[config.mk]
export PLATFORM = sky130hd
export DESIGN_NAME = io_port_bridge_flat
export DESIGN_NICKNAME = d
export VERILOG_FILES = /design/src/rtl/io_port_bridge_if.sv /design/src/rtl/io_port_bridge.sv /design/src/flat_wrapper.sv
export SDC_FILE = /design/constraint.sdc
export NUM_CORES = 1
export LEC_CHECK = 0
export ABC_AREA = 1
export CAP_MARGIN = 0
export CORE_MARGIN = 2
export CORE_UTILIZATION = 29
export CTS_CLUSTER_DIAMETER = 40
export DETAILED_ROUTE_END_ITERATION = 8
export PLACE_DENSITY = 0.44
export SLEW_MARGIN = 40
export SYNTH_ARGS = -nofsm -noshare
export SYNTH_HDL_FRONTEND = slang
export SYNTH_SLANG_ARGS = --single-unit
[constraint.sdc]
create_clock -name clk -period 3.6 [get_ports clk]
set_input_delay 0.54 -clock clk [delete_from_list [all_inputs] [get_ports clk]]
set_output_delay 0.54 -clock clk [all_outputs]
set_load 0.02 [all_outputs]
[src/rtl/io_port_bridge_if.sv]
// Peripheral-side bus of io_port_bridge: the write request handshake
// (valid/ready, address, data) plus the input-register update strobe.
// master = bridge side, slave = peripheral side.
interface io_port_bridge_if #(
  parameter int N_IN = 4
) ();
  localparam int PW = $clog2(N_IN);

  logic          io_valid;
  logic          io_ready;
  logic [15:0]   io_addr;
  logic [15:0]   io_wdata;
  logic          io_rd_valid;
  logic [PW-1:0] io_rd_port;
  logic [15:0]   io_rd_data;

  modport master (
    output io_valid, io_addr, io_wdata,
    input  io_ready, io_rd_valid, io_rd_port, io_rd_data
  );

  modport slave (
    input  io_valid, io_addr, io_wdata,
    output io_ready, io_rd_valid, io_rd_port, io_rd_data
  );
endinterface

[src/rtl/io_port_bridge.sv]
// io_port_bridge: queues single-cycle CPU OUT writes into a small FIFO and
// drains them to peripherals over a valid/ready handshake; holds a bank of
// peripheral-updated input registers read back on cpu_in.
// Capacity is DEPTH: DEPTH-1 FIFO slots plus the registered output stage.
// Optional: define IO_TIMEOUT_EN to abandon requests stalled for
// TIMEOUT_CYCLES cycles (sets the sticky timeout flag).
module io_port_bridge #(
  parameter int DEPTH          = 4,
  parameter int N_IN           = 4,
  parameter int TIMEOUT_CYCLES = 255
) (
  input  logic                   clk,
  input  logic                   reset,
  input  logic [15:0]            cpu_addr,
  input  logic [15:0]            cpu_data,
  input  logic                   cpu_wr,
  output logic [15:0]            cpu_in,
  io_port_bridge_if.master       io,
  output logic [$clog2(DEPTH):0] fifo_count,
  output logic                   overflow,
  output logic                   timeout
);
  localparam int FSIZE = DEPTH - 1;
  localparam int PTR_W = (FSIZE > 1) ? $clog2(FSIZE) : 1;
  localparam int CNT_W = $clog2(DEPTH);
  localparam int PW    = $clog2(N_IN);

  typedef enum logic {IDLE, SEND} state_t;

  typedef struct packed {
    logic [15:0] addr;
    logic [15:0] data;
  } entry_t;

  state_t           state;
  entry_t           mem [FSIZE];
  logic [PTR_W-1:0] wr_ptr, rd_ptr;
  logic [CNT_W-1:0] fifo_cnt;
  logic [15:0]      in_regs [N_IN];

  logic fifo_empty, full, xfer_done, pop, push, tmo_hit;

  // FIFO size need not be a power of two, so pointers wrap explicitly.
  function automatic logic [PTR_W-1:0] next_ptr(input logic [PTR_W-1:0] p);
    return (p == PTR_W'(FSIZE - 1)) ? '0 : p + 1'b1;
  endfunction

  assign fifo_empty = (fifo_cnt == '0);
  assign fifo_count = {1'b0, fifo_cnt} + {{CNT_W{1'b0}}, (state == SEND)};
  assign full       = (fifo_count == (CNT_W + 1)'(DEPTH));
  // A request finishes when accepted, or when abandoned by the timeout.
  assign xfer_done  = (state == SEND) && (io.io_ready || tmo_hit);
  assign pop        = !fifo_empty && ((state == IDLE) || xfer_done);
  // Popping frees the output stage's slot on the same edge, so a full bridge
  // still accepts a write while a transfer completes.
  assign push       = cpu_wr && (!full || pop);

`ifdef IO_TIMEOUT_EN
  localparam int TW = $clog2(TIMEOUT_CYCLES + 1);
  logic [TW-1:0] tmo_cnt;

  assign tmo_hit = (state == SEND) && !io.io_ready &&
                   (tmo_cnt == TW'(TIMEOUT_CYCLES - 1));

  // Stall counter: counts stalled SEND cycles, cleared on entry and on each completed transfer.
  always_ff @(posedge clk) begin
    if (reset) begin
      tmo_cnt <= '0;
      timeout <= 1'b0;
    end else if (state == SEND && !xfer_done) begin
      tmo_cnt <= tmo_cnt + 1'b1;
    end else begin
      tmo_cnt <= '0;
      if (tmo_hit) timeout <= 1'b1;
    end
  end
`else
  assign tmo_hit = 1'b0;
  assign timeout = 1'b0;
`endif

  // FIFO storage write port; the payload needs no reset because occupancy gates every read.
  // NOTE: data arrays without reset map to plain RAM/flop arrays; only control state is reset.
  always_ff @(posedge clk) begin
    if (push) mem[wr_ptr] <= '{addr: cpu_addr, data: cpu_data};
  end

  // FIFO pointers, occupancy and the sticky overflow flag.
  // NOTE: every sequential block uses non-blocking assignments so all flops
  // update from pre-edge values regardless of statement order.
  always_ff @(posedge clk) begin
    if (reset) begin
      wr_ptr   <= '0;
      rd_ptr   <= '0;
      fifo_cnt <= '0;
      overflow <= 1'b0;
    end else begin
      if (push) wr_ptr <= next_ptr(wr_ptr);
      if (pop)  rd_ptr <= next_ptr(rd_ptr);
      fifo_cnt <= fifo_cnt + CNT_W'(push) - CNT_W'(pop);
      if (cpu_wr && !push) overflow <= 1'b1;
    end
  end

  // Drain FSM with a registered output stage holding the presented request.
  always_ff @(posedge clk) begin
    if (reset) begin
      state       <= IDLE;
      io.io_valid <= 1'b0;
      io.io_addr  <= '0;
      io.io_wdata <= '0;
    end else begin
      case (state)
        IDLE: begin
          if (pop) begin
            io.io_addr  <= mem[rd_ptr].addr;
            io.io_wdata <= mem[rd_ptr].data;
            io.io_valid <= 1'b1;
            state       <= SEND;
          end
        end
        SEND: begin
          if (xfer_done) begin
            if (pop) begin
              io.io_addr  <= mem[rd_ptr].addr;
              io.io_wdata <= mem[rd_ptr].data;
            end else begin
              io.io_valid <= 1'b0;
              state       <= IDLE;
            end
          end
        end
        default: state <= IDLE;
      endcase
    end
  end

  // Input registers: peripheral updates and a one-cycle registered CPU read (no bypass).
  always_ff @(posedge clk) begin
    if (reset) begin
      for (int i = 0; i < N_IN; i++) in_regs[i] <= '0;
      cpu_in <= '0;
    end else begin
      if (io.io_rd_valid) in_regs[io.io_rd_port] <= io.io_rd_data;
      if (cpu_addr < 16'(N_IN)) cpu_in <= in_regs[cpu_addr[PW-1:0]];
      else                      cpu_in <= '0;
    end
  end
endmodule

[src/flat_wrapper.sv]
// flat-port wrapper written by rule: the top's interface ports become plain ports
module io_port_bridge_flat 
#(
  parameter int DEPTH          = 4,
  parameter int N_IN           = 4,
  parameter int TIMEOUT_CYCLES = 255
)
  (clk, reset, cpu_addr, cpu_data, cpu_wr, cpu_in, fifo_count, overflow, timeout, io_io_valid, io_io_addr, io_io_wdata, io_io_ready, io_io_rd_valid, io_io_rd_port, io_io_rd_data);
  io_port_bridge_if #(.N_IN(N_IN)) io_i ();
  input  logic clk;
  input  logic reset;
  input  logic [15:0] cpu_addr;
  input  logic [15:0] cpu_data;
  input  logic cpu_wr;
  output logic [15:0] cpu_in;
  output logic [$clog2(DEPTH):0] fifo_count;
  output logic overflow;
  output logic timeout;
  output wire logic [$bits(io_i.io_valid)-1:0] io_io_valid;
  output wire logic [$bits(io_i.io_addr)-1:0] io_io_addr;
  output wire logic [$bits(io_i.io_wdata)-1:0] io_io_wdata;
  input wire logic [$bits(io_i.io_ready)-1:0] io_io_ready;
  input wire logic [$bits(io_i.io_rd_valid)-1:0] io_io_rd_valid;
  input wire logic [$bits(io_i.io_rd_port)-1:0] io_io_rd_port;
  input wire logic [$bits(io_i.io_rd_data)-1:0] io_io_rd_data;
  assign io_io_valid = io_i.io_valid;
  assign io_io_addr = io_i.io_addr;
  assign io_io_wdata = io_i.io_wdata;
  assign io_i.io_ready = io_io_ready;
  assign io_i.io_rd_valid = io_io_rd_valid;
  assign io_i.io_rd_port = io_io_rd_port;
  assign io_i.io_rd_data = io_io_rd_data;
  io_port_bridge #(.DEPTH(DEPTH), .N_IN(N_IN), .TIMEOUT_CYCLES(TIMEOUT_CYCLES)) u_core (.clk(clk), .reset(reset), .cpu_addr(cpu_addr), .cpu_data(cpu_data), .cpu_wr(cpu_wr), .cpu_in(cpu_in), .io(io_i), .fifo_count(fifo_count), .overflow(overflow), .timeout(timeout));
endmodule
=== Yosys cells after proc, flatten, opt, wreduce, memory -nomap -nowiden ===
Memories as Yosys holds them, arrays and structs flattened. A register that Yosys moved wholly into a read port is not among the register bits.
Index checks and enable logic that the tools add are counted.

* Memories: 2
* Register bits after elaboration: 41
* Output and inout port bits: 54
* Logic and storage cells: 64
* Bits in writable memories: 160
* Input port bits: 55

{| class="wikitable"
|+ Memory list
! name !! words !! width !! rd ports !! clocked after Yosys merged registers in !! wr ports !! line !! text
|-
| u_core.mem || 3 || 32 || 1 || 1 || 1 || io_port_bridge.sv:36 || <nowiki>entry_t mem [FSIZE];</nowiki>
|-
| u_core.in_regs || 4 || 16 || 1 || 1 || 4 || io_port_bridge.sv:39 || <nowiki>logic [15:0] in_regs [N_IN];</nowiki>
|}

* Bitwise operators: 2
* Muxes and demuxes: 27
* Eq/ne operators: 6
* Reduce and logical (&&, ||, !) cells: 13
* Add/sub/neg operators: 5
* $lt $le $gt $ge: 1

{| class="wikitable"
|+ Operators by type and width
! operator !! count
|-
| $mux W16 || 5
|-
| $pmux W16 S2 || 2
|-
| $lt A16 B3 Y1 const B || 1
|-
| $reduce_or A16 Y1 || 1
|-
| $mux W1 || 13
|-
| $mux W2 || 5
|-
| $add A2 B1 Y2 const B || 2
|-
| $eq A2 B2 Y1 const B || 2
|-
| $logic_and A1 B1 Y1 || 4
|-
| $ne A2 B2 Y1 const B || 2
|-
| $pmux W1 S2 || 2
|-
| $add A2 B1 Y3 || 1
|-
| $eq A3 B3 Y1 const B || 1
|-
| $logic_not A1 Y1 || 3
|-
| $reduce_and A3 Y1 || 1
|-
| $add A2 B1 Y2 || 1
|-
| $logic_not A2 Y1 || 1
|-
| $logic_or A1 B1 Y1 || 2
|-
| $ne A2 B1 Y1 const B || 1
|-
| $not A1 Y1 || 2
|-
| $reduce_or A2 Y1 || 1
|-
| $sub A2 B1 Y2 || 1
|}

=== Longest topological paths before layout ===
Gate-level depths: netlist of the first run.

* Depth after elaboration: 7
* Mapped depth: 12
* Gate-level depth less buffers: 12

=== Least setup slack after synthesis of the first run ===
Ideal clock, no wire load.

* Kind: reg-to-reg
* From: register u_core.fifo_cnt[0]
* To: memory u_core.mem[2][0] in the netlist's numbering, enable pin
* Setup slack: 612 ps
* Clock period less this slack: 2988 ps
* Library setup time: 421 ps
* Required time: 3179 ps
* Data arrival time: 2567 ps
* Stages on the path, launching flop included: 9
* Path buffers: 0
* Path through: dfxtp_1 -> ha_1 -> ha_1 -> inv_1 -> nand2_1 -> nor2_1 -> nand2_1 -> nand2_1 -> nor2_1

* Word-level cells in the longest chain between the ends: 7
* Elaborated cells on any way between the ends: 10
* Those cells by class: add/sub: 1; eq/ne: 1; mux: 2; reduce/logical: 6

{| class="wikitable"
|+ RTL lines
! what !! line !! text
|-
| from (decl) || io_port_bridge.sv:38 || <nowiki>logic [CNT_W-1:0] fifo_cnt;</nowiki>
|-
| from (signal assigned) || io_port_bridge.sv:100 || <nowiki>fifo_cnt <= fifo_cnt + CNT_W'(push) - CNT_W'(pop);</nowiki>
|-
| $add A2 B1 Y3 || io_port_bridge.sv:49 || <nowiki>assign fifo_count = {1'b0, fifo_cnt} + {{CNT_W{1'b0}}, (state == SEND)};</nowiki>
|-
| via fifo_count[1] || flat_wrapper.sv:16 || <nowiki>output logic [$clog2(DEPTH):0] fifo_count;</nowiki>
|-
| $eq A3 B3 Y1 || io_port_bridge.sv:50 || <nowiki>assign full = (fifo_count == (CNT_W + 1)'(DEPTH));</nowiki>
|-
| $logic_not A1 Y1 || io_port_bridge.sv:56 || <nowiki>assign push = cpu_wr && (!full || pop);</nowiki>
|-
| $logic_or A1 B1 Y1 || io_port_bridge.sv:56 ||
|-
| $logic_and A1 B1 Y1 || io_port_bridge.sv:56 ||
|-
| $mux W1 || io_port_bridge.sv:85 || <nowiki>if (push) mem[wr_ptr] <= '{addr: cpu_addr, data: cpu_data};</nowiki>
|-
| $mux W1 (not written as such) || io_port_bridge.sv:85 ||
|-
| to (decl) || io_port_bridge.sv:36 ||
|}

The timed path passes the listed nets, and every way through them passes these cells.

=== Final worst setup path of the first run ===
* From: register u_core.fifo_cnt[0]
* To: output fifo_count[1]

* Word-level cells in the longest chain between the ends: 1

{| class="wikitable"
|+ RTL lines
! what !! line
|-
| $add A2 B1 Y3 || io_port_bridge.sv:49
|-
| to (decl) || flat_wrapper.sv:16
|}

Every way passes these cells.

==> impl_metrics.env, run 1 <==
export IMPL_status="complete, no violations"
export IMPL_dr_first_iter_drc_count=356
export IMPL_drt_wirelength_per_cell_um=16.2
export IMPL_slew_violations=0
export IMPL_cp_arrival_ns=1.89
export IMPL_p_leak_uw=0.00426
export IMPL_vias=5618
export IMPL_firstDrtPassIters=4
export IMPL_rsz0062_at_grt="false"
export IMPL_worstSetupPathType="reg -> out"
export IMPL_fp_row_count=62
export IMPL_postCtsSetupRepairBufs=0
export IMPL_grt_max_degree=54
export IMPL_setup_viol=0
export IMPL_fin_skew_ns=0.0188
export IMPL_root_buffer="clkbuf_16"
export IMPL_p_per_area_mw_per_mm2=749
export IMPL_nNetsFinal=922
export IMPL_drive_above_1_share_pct=10.0
export IMPL_synthCells=743
export IMPL_fmax_mhz=412
export IMPL_worstSetupStartpointType="flip-flop"
export IMPL_drc=0
export IMPL_hold_violations=0
export IMPL_crit_fanout=3
export IMPL_htree_levels=2
export IMPL_clk_path_buf_depth=3
export IMPL_layout_commonest_cell="edfxtp_1"
export IMPL_cts_clk_slew_worst_paths_ns=0.04
export IMPL_ys_warn_count=0
export IMPL_grt_pass1_wl_mm=32.7
export IMPL_clk_latency_ns=0.50
export IMPL_tritoncts="done"
export IMPL_slew_headroom_pct=49.8
export IMPL_hold_ws_ns=0.453
export IMPL_core_area_mm2=0.0288
export IMPL_final_cell_mix="edfxtp_1 (160), nor2_1 (124), clkdlybuf4s50_1 (107), nand2_1 (76), a21oi_1 (71)"
export IMPL_post_cts_resized=0
export IMPL_drtAntennaViolNets=0
export IMPL_hold_path_class="reg -> reg"
export IMPL_synth_cell_types=31
export IMPL_die_h_um=175
export IMPL_critPathCaptureType="primary output"
export IMPL_period_share_pct=67.5
export IMPL_io_pin_count=109
export IMPL_cts_sinks=219
export IMPL_syn_area_per_cell_um2=11.4
export IMPL_ir_worst_vdd_uv=352
export IMPL_period_needed_ns=2.43
export IMPL_crit_required_ns=3.06
export IMPL_routed_wirelength_mm=20.7
export IMPL_die_width_um=175
export IMPL_grt_use_total_pct=13.7
export IMPL_tns_ns=0
export IMPL_synth_area_mm2=0.00851
export IMPL_antenna_cells=0
export IMPL_design_die_area_mm2=0.0307
export IMPL_tightest_slew_ns=0.750
export IMPL_initial_core_util_pct=29.6
export IMPL_gp_congestion=0.732
export IMPL_cts_made_buffers=37
export IMPL_drv_cap=0
export IMPL_overflow=0
export IMPL_antenna_found_initial=1
export IMPL_utilization_pct=38.7
export IMPL_via_per_inst=4.41
export IMPL_synth_seq_area_share_pct=70.4
export IMPL_numPortBuffers=107
export IMPL_dpl_hpwl_mm=12.8
export IMPL_cts_hold_buf=0
export IMPL_synth_seq_cells=219
export IMPL_area_delta_synth_final_pct=30.8
export IMPL_syn_num_nets=802
export IMPL_grt_pass1_vias=5801
## sequential cells by signal, summed over array words and instances (netlist names), named ones only
signal and count:
u_core.io.io_addr 16, u_core.overflow 1, u_core.fifo_cnt 2, u_core.wr_ptr 2, u_core.io.io_wdata 16, u_core.mem 96, u_core.state 1, u_core.in_regs 64
u_core.rd_ptr 2, u_core.cpu_in 16, u_core.io.io_valid 1
## layer usage
| layer | GRT usage [%] | up-vias | wire length [um] |
|---|---|---|---|
| met1 | 18.1 | 2641 | 9540 |
| met3 | 3.38 | 45 | 1130 |
| li1 | - | 2792 | - |
| met5 | 0 | - | 11 |
| met4 | 4.76 | 2 | 522 |
| met2 | 22.0 | 138 | 9490 |
## layout make-up
type,count,area [um^2]
Clock buffer,48,987
Sequential cell,219,5990
Clock inverter,18,181
Timing Repair Buffer,123,1200
Fill cell,2788,17700
Tap cell,384,480
Multi-Input combinational cell,426,2070
Inverter,56,213
## path summary, 6_finish.rpt
path | from | endpoint | slack (ns) | cells past startpoint
max | u_core.fifo_cnt[0] | fifo_count[1] | 1.17 | 3
min | u_core.overflow | u_core.overflow | 0.45 | 2
max reg2reg | u_core.fifo_cnt[0] | u_core.mem[2][14] | 1.34 | 9
min reg2reg | u_core.overflow | u_core.overflow | 0.45 | 2
## where the power goes
| group | switching [uW] | total [uW] | leakage, uW | internal [uW] |
|---|---|---|---|---|
| combinational | 1070 | 1800 | 0.00170 | 736 |
| clock | 1160 | 3310 | 0.000567 | 2140 |
| sequential | 191 | 3230 | 0.00200 | 3030 |
## through the flow
stage	cell area, um^2	cells	worst slack, ns	total power [uW]
final	11100	1274	1.17	8340
after global routing	11100	1274	1.10	8770
after CTS	11100	1274	1.14	8470
after detailed placement	9960	1208	0.853	5110
after global placement	9950	1208	0.772	5110
after floorplan	8510	743	0.612	4350
## cell families (layout without fill, tap and decap cells)
logic type	Yosys count	after routing	share of synthesized area, %
AOI/OAI and AO/OA	190	190	12.2
xor gates and xnor gates	1	1	0.103
adders and majority gates	4	4	0.588
buffers and inverters	98	245	5.50
DFF	219	219	70.4
other	1	1	0.0441
and+or+nand+nor	230	230	11.2
## synth_stat cells
| cell type | instances | share of area (%) |
|---|---|---|
| nor2_1 | 125 | 5.5 |
| inv_1 | 49 | 2.2 |
| dfxtp_1 | 59 | 14 |
| buf_6 | 6 | 0.79 |
| o21ai_1 | 20 | 1.2 |
| edfxtp_1 | 160 | 56 |
| nor3_1 | 17 | 1.0 |
| buf_4 | 7 | 0.62 |
| inv_4 | 1 | 0.074 |
| clkbuf_1 | 5 | 0.22 |
| nand2_4 | 3 | 0.40 |
| nand3b_1 | 1 | 0.088 |
| nand4_2 | 1 | 0.15 |
| nor2_8 | 1 | 0.24 |
| a21o_1 | 32 | 2.8 |
| inv_2 | 6 | 0.26 |
| xnor2_1 | 1 | 0.10 |
| nor2_4 | 1 | 0.13 |
| nand3_1 | 3 | 0.18 |
| nor2_2 | 1 | 0.074 |
| nand2_2 | 1 | 0.074 |
| ha_1 | 4 | 0.59 |
| nand2_1 | 76 | 3.4 |
| a21oi_1 | 71 | 4.2 |
| clkbuf_2 | 2 | 0.12 |
| o21ai_0 | 65 | 3.8 |
| conb_1 | 1 | 0.044 |
| o31ai_1 | 1 | 0.088 |
| buf_2 | 19 | 1.1 |
| o211a_1 | 1 | 0.12 |
| buf_1 | 3 | 0.13 |
## worst max-delay path, cell delays in order (launching register included)
cell	delay [ns]
dfxtp_1	0.32
ha_1	0.20
ha_1	0.29
clkdlybuf4s50_1	0.60
Note: power is estimated with default switching activity, not from simulation.
==> run 2, diff against run 1 <==
- clock period: 3.6 -> 2.5 ns (I/O delays scaled with it)
==> run 2 against run 1 <==
Critical path depth unchanged. Utilization grew 0.65 points. Worst hold slack better by 0.0041 ns. First-iteration DRC count is 22% lower. Sequential share of layout area fell by 0.91 points. Design area rose by 1.7%. Combinational power is 49% higher. Die area stayed put. Power up 48%. Worst setup slack lost 0.95 ns. Flip-flop and latch count did not move.
==> impl_metrics.env, run 2 (synthesis gave the netlist of run 1 again) <==
export IMPL_r2r_end="u_core.fifo_cnt[1]"
export IMPL_clk_path_buf_depth=3
export IMPL_firstDrtPassIters=4
export IMPL_drc=0
export IMPL_min_to="u_core.overflow"
export IMPL_routed_wirelength_mm=21.2
export IMPL_dpl_hpwl_mm=12.5
export IMPL_hold_path_class="reg -> reg"
export IMPL_drv_cap=0
export IMPL_clk_latency_ns=0.52
export IMPL_gp_congestion=0.756
export IMPL_rsz0062_at_grt="false"
export IMPL_critPathCaptureType="primary output"
export IMPL_final_cell_mix="edfxtp_1 (160), nor2_1 (124), clkdlybuf4s50_1 (107), nand2_1 (76), a21oi_1 (71)"
export IMPL_tritoncts="done"
export IMPL_whs_path_depth=2
export IMPL_cts_sinks=219
export IMPL_cp_common_cell="ha_1"
export IMPL_tns_ns=0
export IMPL_status="complete, no violations"
export IMPL_worstSetupStartpointType="flip-flop"
export IMPL_worstReg2RegStart="u_core.fifo_cnt[0]"
export IMPL_worstSetupPathType="reg -> out"
export IMPL_r2r_setup_slack_ns=0.44
export IMPL_drt_wirelength_per_cell_um=16.5
export IMPL_layout_commonest_cell="edfxtp_1"
export IMPL_area_delta_synth_final_pct=33.0
export IMPL_post_cts_resized=0
export IMPL_dr_first_iter_drc_count=277
export IMPL_design_die_area_mm2=0.0307
export IMPL_hold_start="u_core.overflow"
export IMPL_p_leak_uw=0.00435
export IMPL_period_needed_ns=2.28
export IMPL_top_regs="u_core.mem: 96 flops, u_core.in_regs: 64 flops"
export IMPL_hold_ws_ns=0.457
export IMPL_via_per_inst=4.45
export IMPL_io_pin_count=109
export IMPL_crit_family="buffers and inverters"
export IMPL_utilization_pct=39.3
export IMPL_largest_register="u_core.mem"
export IMPL_tightest_slew_ns=0.723
export IMPL_cpPeakStageDelay_ns=0.60
export IMPL_fin_skew_ns=0.0163
export IMPL_numPortBuffers=107
export IMPL_slowest_stage="clkdlybuf4s50_1"
export IMPL_ff2ff_path_depth=12
export IMPL_postCtsSetupRepairBufs=0
export IMPL_grt_pass1_vias=5835
export IMPL_antenna_found_initial=0
export IMPL_crit_cells=3
export IMPL_core_area_mm2=0.0288
export IMPL_grt_max_degree=39
export IMPL_cp_arrival_ns=1.90
export IMPL_root_buffer="clkbuf_16"
export IMPL_p_per_area_mw_per_mm2=1090
export IMPL_crit_required_ns=2.12
export IMPL_largest_reg_flops=96
export IMPL_fmax_mhz=439
export IMPL_cts_clk_slew_worst_paths_ns=0.05
export IMPL_hold_violations=0
export IMPL_crit_chain="ha_1, ha_1, clkdlybuf4s50_1"
export IMPL_crit_fanout=3
export IMPL_die_h_um=175
export IMPL_placed_area_mm2=0.0101
export IMPL_overflow=0
export IMPL_ir_worst_vdd_uv=504
export IMPL_final_area_mm2=0.0113
export IMPL_setup_viol=0
export IMPL_drtAntennaViolNets=0
export IMPL_cts_made_buffers=37
export IMPL_grt_pass1_wl_mm=33.1
export IMPL_period_share_pct=91.1
export IMPL_initial_core_util_pct=29.6
export IMPL_nNetsFinal=932
export IMPL_htree_levels=2
export IMPL_die_width_um=175
export IMPL_cp_num_buf_inv=1
export IMPL_cts_hold_buf=0
export IMPL_slew_headroom_pct=51.7
export IMPL_fp_row_count=62
export IMPL_vias=5721
export IMPL_grt_use_total_pct=13.9
export IMPL_drive_above_1_share_pct=11.6
export IMPL_slew_violations=0
## run 2: cell types whose count changed in the layout (fill, tap and decap cells not counted), moves of 2 or more
| cell | change |
|---|---|
| inv_6 | +2 |
| buf_4 | +7 |
| clkbuf_1 | -3 |
| clkinv_2 | -3 |
| buf_12 | +3 |
| clkinv_4 | +6 |
## run 2: tightest hold or removal path, cell delays in order, from the launching register on
cell and delay [ns]:
dfxtp_1 0.31, inv_1 0.05, a21oi_1 0.05
## run 2: report_power, final
group | switching [uW] | total, uW | internal (uW)
Combinational | 1600 | 2690 | 1090
Clock | 1800 | 5050 | 3240
Sequential | 243 | 4610 | 4370
## run 2: area by class of cell
type                       count  area, um^2
fill                        2793       17500
clock inverter                23         275
multi-input combinational    426        2070
clock buffer                  45         976
timing repair buffer         133        1320
tap                          384         480
antenna                        1        2.50
sequential                   219        5990
inverter                      56         213
## run 2: stage by stage
| stage | std cells | power [uW] | setup WS (ns) |
|---|---|---|---|
| after global placement | 1218 | 7400 | 0.393 |
| after floorplan | 743 | 6260 | 0.0376 |
| after detailed placement | 1218 | 7400 | 0.394 |
| after global routing | 1286 | 13000 | 0.143 |
| final | 1287 | 12300 | 0.223 |
| after CTS | 1286 | 12500 | 0.194 |
## run 2: worst max-delay path by stage
stage / start / endpoint
after floorplan: u_core.fifo_cnt[0] / u_core.mem[2][0]
after global placement: io_io_rd_port[1] / u_core.in_regs[2][12]
after detailed placement: io_io_rd_port[1] / u_core.in_regs[2][12]
after CTS: u_core.fifo_cnt[0] / fifo_count[1]
after global routing: u_core.fifo_cnt[0] / fifo_count[1]
final: u_core.fifo_cnt[0] / fifo_count[1]
## run 2: layer usage
metal | GRT usage [%] | part of all wire [%] | vias up
li1 | - | - | 2826
met1 | 19.3 | 47 | 2715
met2 | 21.7 | 45 | 147
met3 | 3.10 | 5.6 | 33
met4 | 4.38 | 2.0 | 0
met5 | 0 | 0 | -
